### config.mk
export PLATFORM = sky130hd
export DESIGN_NAME = fp_add_sched_flat
export DESIGN_NICKNAME = d
export VERILOG_FILES = /design/src/rtl/fp_add_sched_if.sv /design/src/rtl/fp_add_sched.sv /design/src/flat_wrapper.sv
export SDC_FILE = /design/constraint.sdc
export NUM_CORES = 1
export LEC_CHECK = 0
export ABC_AREA = 1
export ABC_CLOCK_PERIOD_IN_PS = 7350
export BUFFER_PORTS_ARGS = -buffer_cell sky130_fd_sc_hd__buf_4
export CAP_MARGIN = 20
export CORE_ASPECT_RATIO = 0.5
export CORE_UTILIZATION = 53
export CTS_CLUSTER_DIAMETER = 80
export DETAILED_ROUTE_END_ITERATION = 16
export GPL_TIMING_DRIVEN = 0
export PLACE_DENSITY_LB_ADDON = 0.1
export SETUP_SLACK_MARGIN = 0.1
export SYNTH_ARGS = -nofsm -noshare
export SYNTH_HDL_FRONTEND = slang
export SYNTH_SLANG_ARGS = --single-unit
### constraint.sdc
create_clock -name clk -period 7.35 [get_ports clk]
set_input_delay 0.735 -clock clk [delete_from_list [all_inputs] [get_ports clk]]
set_output_delay 0.735 -clock clk [all_outputs]
set_load 0.02 [all_outputs]
### src/rtl/fp_add_sched_if.sv
// fp_add_sched_if: request, adder and response signals of the shared FP adder scheduler.
// slave is the scheduler side, master is the producer/adder/consumer side.
interface fp_add_sched_if #(
  parameter int E_WIDTH = 8,
  parameter int M_WIDTH = 23,
  parameter int NREQ    = 4
);
  localparam int W   = E_WIDTH + M_WIDTH + 1;
  localparam int IDW = $clog2(NREQ);

  logic [NREQ-1:0]   req_valid;
  logic [NREQ-1:0]   req_ready;
  logic [NREQ*W-1:0] req_a;
  logic [NREQ*W-1:0] req_b;
  logic              add_go;
  logic [W-1:0]      add_a;
  logic [W-1:0]      add_b;
  logic [W-1:0]      add_res;
  logic              rsp_valid;
  logic              rsp_ready;
  logic [IDW-1:0]    rsp_id;
  logic [W-1:0]      rsp_data;
  logic              busy;

  modport slave (
    input  req_valid, req_a, req_b,
    input  add_res, rsp_ready,
    output req_ready, add_go, add_a, add_b,
    output rsp_valid, rsp_id, rsp_data, busy
  );

  modport master (
    output req_valid, req_a, req_b,
    output add_res, rsp_ready,
    input  req_ready, add_go, add_a, add_b,
    input  rsp_valid, rsp_id, rsp_data, busy
  );
endinterface

### src/rtl/fp_add_sched.sv
// fp_add_sched: round-robin sharing of one fixed-latency FP adder with a credit-guarded result FIFO.
// Optional FP_SCHED_PRIO_EN: requester 0 gets absolute priority over the round-robin.
module fp_add_sched #(
  parameter int E_WIDTH    = 8,
  parameter int M_WIDTH    = 23,
  parameter int NREQ       = 4,
  parameter int LAT        = 3,
  parameter int FIFO_DEPTH = 4
) (
  input logic          clk,
  input logic          rst,
  fp_add_sched_if.slave bus
);
  localparam int W    = E_WIDTH + M_WIDTH + 1;
  localparam int IDW  = $clog2(NREQ);
  localparam int AW   = (FIFO_DEPTH > 1) ? $clog2(FIFO_DEPTH) : 1;
  localparam int CNTW = $clog2(FIFO_DEPTH + 1);
  localparam int CW   = $clog2(FIFO_DEPTH + LAT + 2) + 1;

  logic [IDW-1:0]  rr_ptr;
  logic [IDW-1:0]  gnt_id;
  logic            gnt_v;
  logic            rr_upd;
  logic            credit_ok;
  logic            xfer;
  logic [NREQ-1:0] rdy;
  logic [W-1:0]    sel_a;
  logic [W-1:0]    sel_b;
  int              idx;

  logic            iss_v;
  logic [IDW-1:0]  iss_id;
  logic [W-1:0]    op_a;
  logic [W-1:0]    op_b;

  logic [LAT-1:0]  tag_v;
  logic [IDW-1:0]  tag_id [LAT];

  logic [CW-1:0]   inflight;
  logic [CW-1:0]   used;

  logic [W-1:0]    mem_d  [FIFO_DEPTH];
  logic [IDW-1:0]  mem_id [FIFO_DEPTH];
  logic [AW-1:0]   wp;
  logic [AW-1:0]   rp;
  logic [CNTW-1:0] cnt;
  logic            push;
  logic            pop;
  logic            nonempty;

  function automatic logic [AW-1:0] nxt(
    input logic [AW-1:0] p
  );
    return (p == AW'(FIFO_DEPTH - 1)) ? '0 : p + AW'(1);
  endfunction

  // Credits come from registered state only, so a pop helps one cycle later.
  always_comb begin
    inflight = CW'(iss_v);
    for (int k = 0; k < LAT; k++) begin
      inflight = inflight + CW'(tag_v[k]);
    end
    used      = CW'(cnt) + inflight;
    credit_ok = used < CW'(FIFO_DEPTH);
  end

  always_comb begin
    gnt_v  = 1'b0;
    gnt_id = '0;
    rr_upd = 1'b0;
    idx    = 0;
`ifdef FP_SCHED_PRIO_EN
    if (bus.req_valid[0]) begin
      gnt_v = 1'b1;
    end
`endif
    for (int k = 1; k <= NREQ; k++) begin
      idx = (int'(rr_ptr) + k) % NREQ;
      if (!gnt_v && bus.req_valid[IDW'(idx)]) begin
        gnt_v  = 1'b1;
        gnt_id = IDW'(idx);
        rr_upd = 1'b1;
      end
    end
  end

  assign xfer = gnt_v & credit_ok & ~rst;

  always_comb begin
    rdy   = '0;
    sel_a = '0;
    sel_b = '0;
    for (int i = 0; i < NREQ; i++) begin
      if (gnt_id == IDW'(i)) begin
        rdy[i] = xfer;
        sel_a  = bus.req_a[i*W +: W];
        sel_b  = bus.req_b[i*W +: W];
      end
    end
  end

  always_ff @(posedge clk) begin
    if (rst) begin
      iss_v  <= 1'b0;
      iss_id <= '0;
      op_a   <= '0;
      op_b   <= '0;
      rr_ptr <= IDW'(NREQ - 1);
    end else begin
      iss_v <= xfer;
      if (xfer) begin
        iss_id <= gnt_id;
        op_a   <= sel_a;
        op_b   <= sel_b;
      end
      if (xfer && rr_upd) begin
        rr_ptr <= gnt_id;
      end
    end
  end

  // The tag pipe mirrors the adder: its tail is valid when add_res is.
  always_ff @(posedge clk) begin
    if (rst) begin
      tag_v <= '0;
      for (int k = 0; k < LAT; k++) begin
        tag_id[k] <= '0;
      end
    end else begin
      tag_v[0]  <= iss_v;
      tag_id[0] <= iss_id;
      for (int k = 1; k < LAT; k++) begin
        tag_v[k]  <= tag_v[k-1];
        tag_id[k] <= tag_id[k-1];
      end
    end
  end

  assign nonempty = (cnt != '0);
  assign push     = tag_v[LAT-1];
  assign pop      = nonempty & bus.rsp_ready;

  always_ff @(posedge clk) begin
    if (push) begin
      mem_d[wp]  <= bus.add_res;
      mem_id[wp] <= tag_id[LAT-1];
    end
  end

  always_ff @(posedge clk) begin
    if (rst) begin
      wp  <= '0;
      rp  <= '0;
      cnt <= '0;
    end else begin
      if (push) begin
        wp <= nxt(wp);
      end
      if (pop) begin
        rp <= nxt(rp);
      end
      if (push && !pop) begin
        cnt <= cnt + CNTW'(1);
      end else if (pop && !push) begin
        cnt <= cnt - CNTW'(1);
      end
    end
  end

  assign bus.req_ready = rdy;
  assign bus.add_go    = iss_v;
  assign bus.add_a     = op_a;
  assign bus.add_b     = op_b;
  assign bus.rsp_valid = nonempty;
  assign bus.rsp_id    = nonempty ? mem_id[rp] : '0;
  assign bus.rsp_data  = nonempty ? mem_d[rp] : '0;
  assign bus.busy      = iss_v | (|tag_v) | nonempty;
endmodule

### src/flat_wrapper.sv
// flat-port wrapper written by rule: the top's interface ports become plain ports
module fp_add_sched_flat 
#(
  parameter int E_WIDTH    = 8,
  parameter int M_WIDTH    = 23,
  parameter int NREQ       = 4,
  parameter int LAT        = 3,
  parameter int FIFO_DEPTH = 4
)
  (clk, rst, bus_req_valid, bus_req_a, bus_req_b, bus_add_res, bus_rsp_ready, bus_req_ready, bus_add_go, bus_add_a, bus_add_b, bus_rsp_valid, bus_rsp_id, bus_rsp_data, bus_busy);
  fp_add_sched_if #(.E_WIDTH(E_WIDTH), .M_WIDTH(M_WIDTH), .NREQ(NREQ)) bus_i ();
  input logic clk;
  input logic rst;
  input wire logic [$bits(bus_i.req_valid)-1:0] bus_req_valid;
  input wire logic [$bits(bus_i.req_a)-1:0] bus_req_a;
  input wire logic [$bits(bus_i.req_b)-1:0] bus_req_b;
  input wire logic [$bits(bus_i.add_res)-1:0] bus_add_res;
  input wire logic [$bits(bus_i.rsp_ready)-1:0] bus_rsp_ready;
  output wire logic [$bits(bus_i.req_ready)-1:0] bus_req_ready;
  output wire logic [$bits(bus_i.add_go)-1:0] bus_add_go;
  output wire logic [$bits(bus_i.add_a)-1:0] bus_add_a;
  output wire logic [$bits(bus_i.add_b)-1:0] bus_add_b;
  output wire logic [$bits(bus_i.rsp_valid)-1:0] bus_rsp_valid;
  output wire logic [$bits(bus_i.rsp_id)-1:0] bus_rsp_id;
  output wire logic [$bits(bus_i.rsp_data)-1:0] bus_rsp_data;
  output wire logic [$bits(bus_i.busy)-1:0] bus_busy;
  assign bus_i.req_valid = bus_req_valid;
  assign bus_i.req_a = bus_req_a;
  assign bus_i.req_b = bus_req_b;
  assign bus_i.add_res = bus_add_res;
  assign bus_i.rsp_ready = bus_rsp_ready;
  assign bus_req_ready = bus_i.req_ready;
  assign bus_add_go = bus_i.add_go;
  assign bus_add_a = bus_i.add_a;
  assign bus_add_b = bus_i.add_b;
  assign bus_rsp_valid = bus_i.rsp_valid;
  assign bus_rsp_id = bus_i.rsp_id;
  assign bus_rsp_data = bus_i.rsp_data;
  assign bus_busy = bus_i.busy;
  fp_add_sched #(.E_WIDTH(E_WIDTH), .M_WIDTH(M_WIDTH), .NREQ(NREQ), .LAT(LAT), .FIFO_DEPTH(FIFO_DEPTH)) u_core (.clk(clk), .rst(rst), .bus(bus_i));
endmodule
* Word level (Yosys, flattened, before mapping)
Memory sizes are Yosys's and may differ from the RTL's. A register that Yosys moved wholly into a read port is not among the register bits.
Index checks and enable logic that the tools add are counted.
** Storage, ports and cells
- Bits in registers :: 79
- Latch bits :: 0
- Memory bits (writable) :: 142
- Bits in read-only memories :: 0
- Bits of input ports :: 295
- Output and inout bits :: 105
- Logic and storage cells :: 108
- Memories kept :: 3
** Memory list
- u_core.mem_d :: depth 4, bits a word 32, rd ports 1, clocked after Yosys merged registers in 1, write ports 1, line fp_add_sched.sv:42 : logic [W-1:0] mem_d [FIFO_DEPTH];
- u_core.mem_id :: depth 4, bits a word 2, rd ports 1, clocked after Yosys merged registers in 1, write ports 1, line fp_add_sched.sv:43 : logic [IDW-1:0] mem_id [FIFO_DEPTH];
- u_core.tag_id :: depth 3, bits a word 2, rd ports 3, clocked after Yosys merged registers in 0, write ports 3, line fp_add_sched.sv:37 : logic [IDW-1:0] tag_id [LAT];
** Operators by class
- Add/subtract/negate cells :: 12
- $mul :: 0
- Divide/modulo/power cells :: 0
- $lt $le $gt $ge :: 5
- Equality and inequality tests :: 5
- Shift-type cells :: 0
- Mux-type cells :: 50
- Bitwise gates (word level) :: 9
- Reductions and logical operators :: 15
** Operators with widths (count)
- 2-to-1 mux 32 bit :: 9
- 2-to-1 mux 2 bit :: 14
- 2-to-1 mux 1 bit :: 21
- less-than comparator 2 x 4 -> 1 bit, second input constant :: 4
- adder 5 x 1 -> 5 bit :: 2
- adder 2 x 1 -> 2 bit, second input constant :: 4
- binary-select mux 1 bit (select 2 bit) :: 4
- == test 2 bit, second input constant :: 4
- logical AND 1 bit :: 6
- 2-to-1 mux 3 bit :: 2
- adder 3 x 5 -> 5 bit :: 1
- logical NOT 1 bit :: 5
- less-than comparator 5 x 3 -> 1 bit, second input constant :: 1
- bitwise OR 1 bit :: 5
- adder 2 bit, second input constant :: 2
- adder 3 x 1 -> 3 bit, second input constant :: 1
- AND 1 bit :: 3
- nonzero test 3 bit :: 1
- OR reduction 3 bit :: 1
- subtractor 3 x 1 -> 3 bit, second input constant :: 1
- adder 1 x 1 -> 2 bit :: 1
- == test 2 x 1 -> 1 bit, second input constant :: 1
- logical NOT 2 bit :: 1
- nonzero test 2 bit :: 1
- NOT 1 bit :: 1

* Depth between registers and ports, before layout
- Word-level depth :: 19
- Mapped depth :: 17
- Depth with buffers taken out :: 16

* Least setup slack after synthesis
No wires, ideal clock.
- Path type :: register to output
- Start point :: reg u_core.iss_v (netlist: u_core.bus.add_go)
- End point :: out bus_req_ready[2]
- Arrival time :: 2.585 ns
- Slack :: 4.030 ns
- Cell stages (with the launch flop) :: 13
- Buffers on the path :: 2
- Path through :: dfxtp_1 > ha_1 > fa_1 > ha_1 > nand3_1 > nand2_1 > nor3_1 > nand2_1 > inv_2 > buf_2 > buf_2 > nand2_1 > nor2_1
** Between the ends
- Word-level cells in the longest chain between the ends :: 8
** RTL lines
- start: declaration :: line fp_add_sched.sv:31 : logic iss_v;
- start signal: assignment :: line fp_add_sched.sv:110 : iss_v <= xfer;
- adder 1 x 1 -> 2 bit :: line fp_add_sched.sv:61 : inflight = inflight + CW'(tag_v[k]);
- adder 5 x 1 -> 5 bit (2 in a row) :: line fp_add_sched.sv:61
- adder 3 x 5 -> 5 bit :: line fp_add_sched.sv:63 : used = CW'(cnt) + inflight;
- less-than comparator 5 x 3 -> 1 bit :: line fp_add_sched.sv:64 : credit_ok = used < CW'(FIFO_DEPTH);
- AND 1 bit (2 in a row) :: line fp_add_sched.sv:87 : assign xfer = gnt_v & credit_ok & ~rst;
- 2-to-1 mux 1 bit :: line fp_add_sched.sv:94 : if (gnt_id == IDW'(i)) begin
- end: declaration :: line flat_wrapper.sv:19 : output wire logic [$bits(bus_i.req_ready)-1:0] bus_req_ready;
No other way between the ends.

* Worst setup path after layout
Same ends and word-level chain as after synthesis.

==> results.txt <==
sum of overflow across all layers after global routing: 0
number of buffer cells added on primary ports: 398
Post-synth top cells: 314 x nand2_1, 242 x nor2_1, 151 x o21ai_0
CP required: 6610 ps
Min Hold Slack: 403 ps
WP buf/inv: 4
cell types occupying the most area after synthesis: edfxtp_1 39%, dfxtp_1 17%, nand2_1 11%
number of buffers added for setup after CTS: 0
CTS tree: yes
Worst Path Arrival: 3580 ps
dpl hpwl: 25800 um
master cell of the clock root buffer: clkbuf_16
most used flip-flop cell after synthesis: edfxtp_1
overall routing resource usage: 33.2%
clock slew at the register clock pins of the worst setup and hold paths: 70 ps
row cnt: 36
power density over cell area: 505 mW/mm^2
fmax: 232 MHz
synthesized cell area: 0.0105 sq mm
first-pass GRT wire length: 53000 um
Max transition margin: 41.7%
sum of negative setup slack: 0 ps
TritonRoute pass-1 iters: 5
fraction of the yosys area taken by sequential cells: 55.3%
cell repeated most along the worst path: nand2_1
ant diodes: 0
number of routed nets with antenna violations: 0
post-route insts no fill: 1978
Worst IR Drop VDD: 0.310 mV
Syn-to-layout area delta: 37.6%
area fraction of the dominant cell type after synthesis: 38.8%
pin count of the biggest net entering global routing: 35
vias after detailed routing: 10610
core box area: 0.0195 sq mm
run status: completed
EDFF count, synth: 136
cell type group with the largest total delay on the critical path: adder cells
Slew @ Worst Pin: 873 ps
number of register bits inferred by synthesis: 223
leakage power: 6.48 nW
number of clock buffers inserted by TritonCTS: 20
number of resized instances in the post-cts repair step: 0
post-route fraction of the period consumed by the critical path: 58.7%
Max H-tree Level: 1
CP peak stage delay: 430 ps
Yosys warnings: 0
Bufs on Longest Clock Path: 3
area of the die: 0.0205 sq mm
final setup violation count: 0
critical path type: flip-flop to primary output
cell type of the slowest stage on the worst timing path: fa_1
Mapped Cells: 1277
Clk Latency, worst-skew pair: 500 ps
clock sinks: 223
final RePlAce weighted congestion: 0.943
post-synthesis net count: 1584
Die X-Extent: 201 um
RSZ-0062 raised after global routing: no
skew final: 15.6 ps
number of global-route vias before repair: 9997
Starting DRT DRC Count: 897
number of inserted filler cells in the final layout: 1476
final count of pins violating max slew: 0
library cell with the highest instance count after synthesis: nand2_1
initial antenna violation count: 1
Unique masters post-synth: 31
total power after layout: 7.32 mW
via density per instance: 5.36
time the final worst path needs with I/O delays and setup: 4310 ps
Layout Nets: 2005
Mapped Avg Cell Area: 8.24 sq um
Hold Vio Cnt, Final: 0
Cell Count Post-Placement: 1942
Async SR Flop Fraction: 0%
ordered list of cells on the worst path: ha_1, fa_1, ha_1, nand3_1, nand2_1, nor3_1, nand2_1, inv_2, buf_2, buf_2, nand2_1, nor2_1, buf_4
kind of start point of the critical path: flip-flop
Max FO, Critical Path: 10
type of the most critical hold path: flip-flop to flip-flop
Worst setup EP type: primary output
height of the die: 102 um
MaxCap Viol Count: 0
final routed wirelength across all metal layers: 35400 um
Avg WL per Cell: 17.9 um
number of buffers inserted by hold repair at cts: 0
starting density of the core: 54.1%
number of primary I/O pins: 400
share of post-route cells with drive strength above 1: 28.2%
DRC violations left: 0
cell taking the most area after synthesis: edfxtp_1
[cell families after synthesis]
kind of cell / after synthesis / synth area share [%]
flops: 223 / 55.3
compound gates: 235 / 11.5
buf+inv: 145 / 6.10
simple gates: 662 / 25.5
fa+ha+maj: 12 / 1.57
[power breakdown]
| part | internal, mW | leakage (nW) | switching [mW] | total, mW |
|---|---|---|---|---|
| Clock | 0.564 | 0.310 | 0.460 | 1.02 |
| Combinational | 1.61 | 4.22 | 2.98 | 4.60 |
| Sequential | 1.56 | 1.94 | 0.138 | 1.70 |
| Total | 3.74 | 6.48 | 3.58 | 7.32 |
[tightest hold or removal path, delay by kind of cell, from the launching register on]
kind          cells  cell delay [ps]
simple gates      1               30
buf+inv           1               40
flops             1              300
[path summary, 6_finish.rpt]
kind	cells past startpoint	to	slack [ps]	startpoint
worst max-delay path	13	bus_req_ready[2]	3040	u_core.bus.add_go$_SDFF_PP0_
worst min-delay path	2	u_core.tag_id[0][4]$_SDFF_PP0_	400	u_core.tag_id[0][2]$_SDFF_PP0_
worst max register to register	13	u_core.bus.add_a[14]$_SDFFE_PP0P_	4180	u_core.bus.add_go$_SDFF_PP0_
worst min register to register	2	u_core.tag_id[0][4]$_SDFF_PP0_	400	u_core.tag_id[0][2]$_SDFF_PP0_
[flip-flops by register name (all words and copies together), names as in the netlist, named ones only]
| signal | cells |
|---|---|
| u_core.cnt | 3 |
| u_core.iss_id | 2 |
| u_core.mem_d | 128 |
| u_core.wp | 2 |
| u_core.mem_id | 8 |
| u_core.rr_ptr | 2 |
| u_core.bus.add_b | 32 |
| u_core.rp | 2 |
| u_core.tag_id | 6 |
| u_core.bus.add_a | 32 |
| u_core.tag_v | 3 |
| u_core.bus.add_go | 1 |
[final cells by class]
class / count / area (sq um) / area share, %
multi-input combinational: 909 / 4060 / 28.0
inverter: 64 / 240 / 1.66
sequential: 223 / 5830 / 40.2
timing repair buffer: 399 / 3000 / 20.7
clock buffer: 29 / 554 / 3.83
buffer: 81 / 402 / 2.77
clock inverter: 7 / 71.3 / 0.492
tap: 266 / 333 / 2.30
[stage by stage]
stage,util (%),instance area (sq um),worst slack [ps]
6_report,74.4,14500,3040
5_1_grt,74.4,14500,2880
4_1_cts,74.4,14500,2980
3_5_place_dp,71.2,13900,3520
3_3_place_gp,71.2,13800,3640
2_1_floorplan,-,10500,4030
[cell usage in the layout (no fill, tap or decap), drive strengths merged]
cell type and count:
nor3 5, inv 63, o211ai 2, a21oi 73, fa 2, nand3 64
o21a 8, o21ai 151, edfxtp 136, nand4 29, ha 10, dfxtp 87
bufinv 1, clkinv 7, o211a 1, nand2 319, buf 433, clkbuf 76
nor2 244, nand3b 1
[layer usage]
metal	track usage, %	wire [um]
met5	0	0
met3	7.79	3100
met4	8.39	834
met2	57.5	17300
met1	42.5	14100
Note: power is estimated with default switching activity, not from simulation.
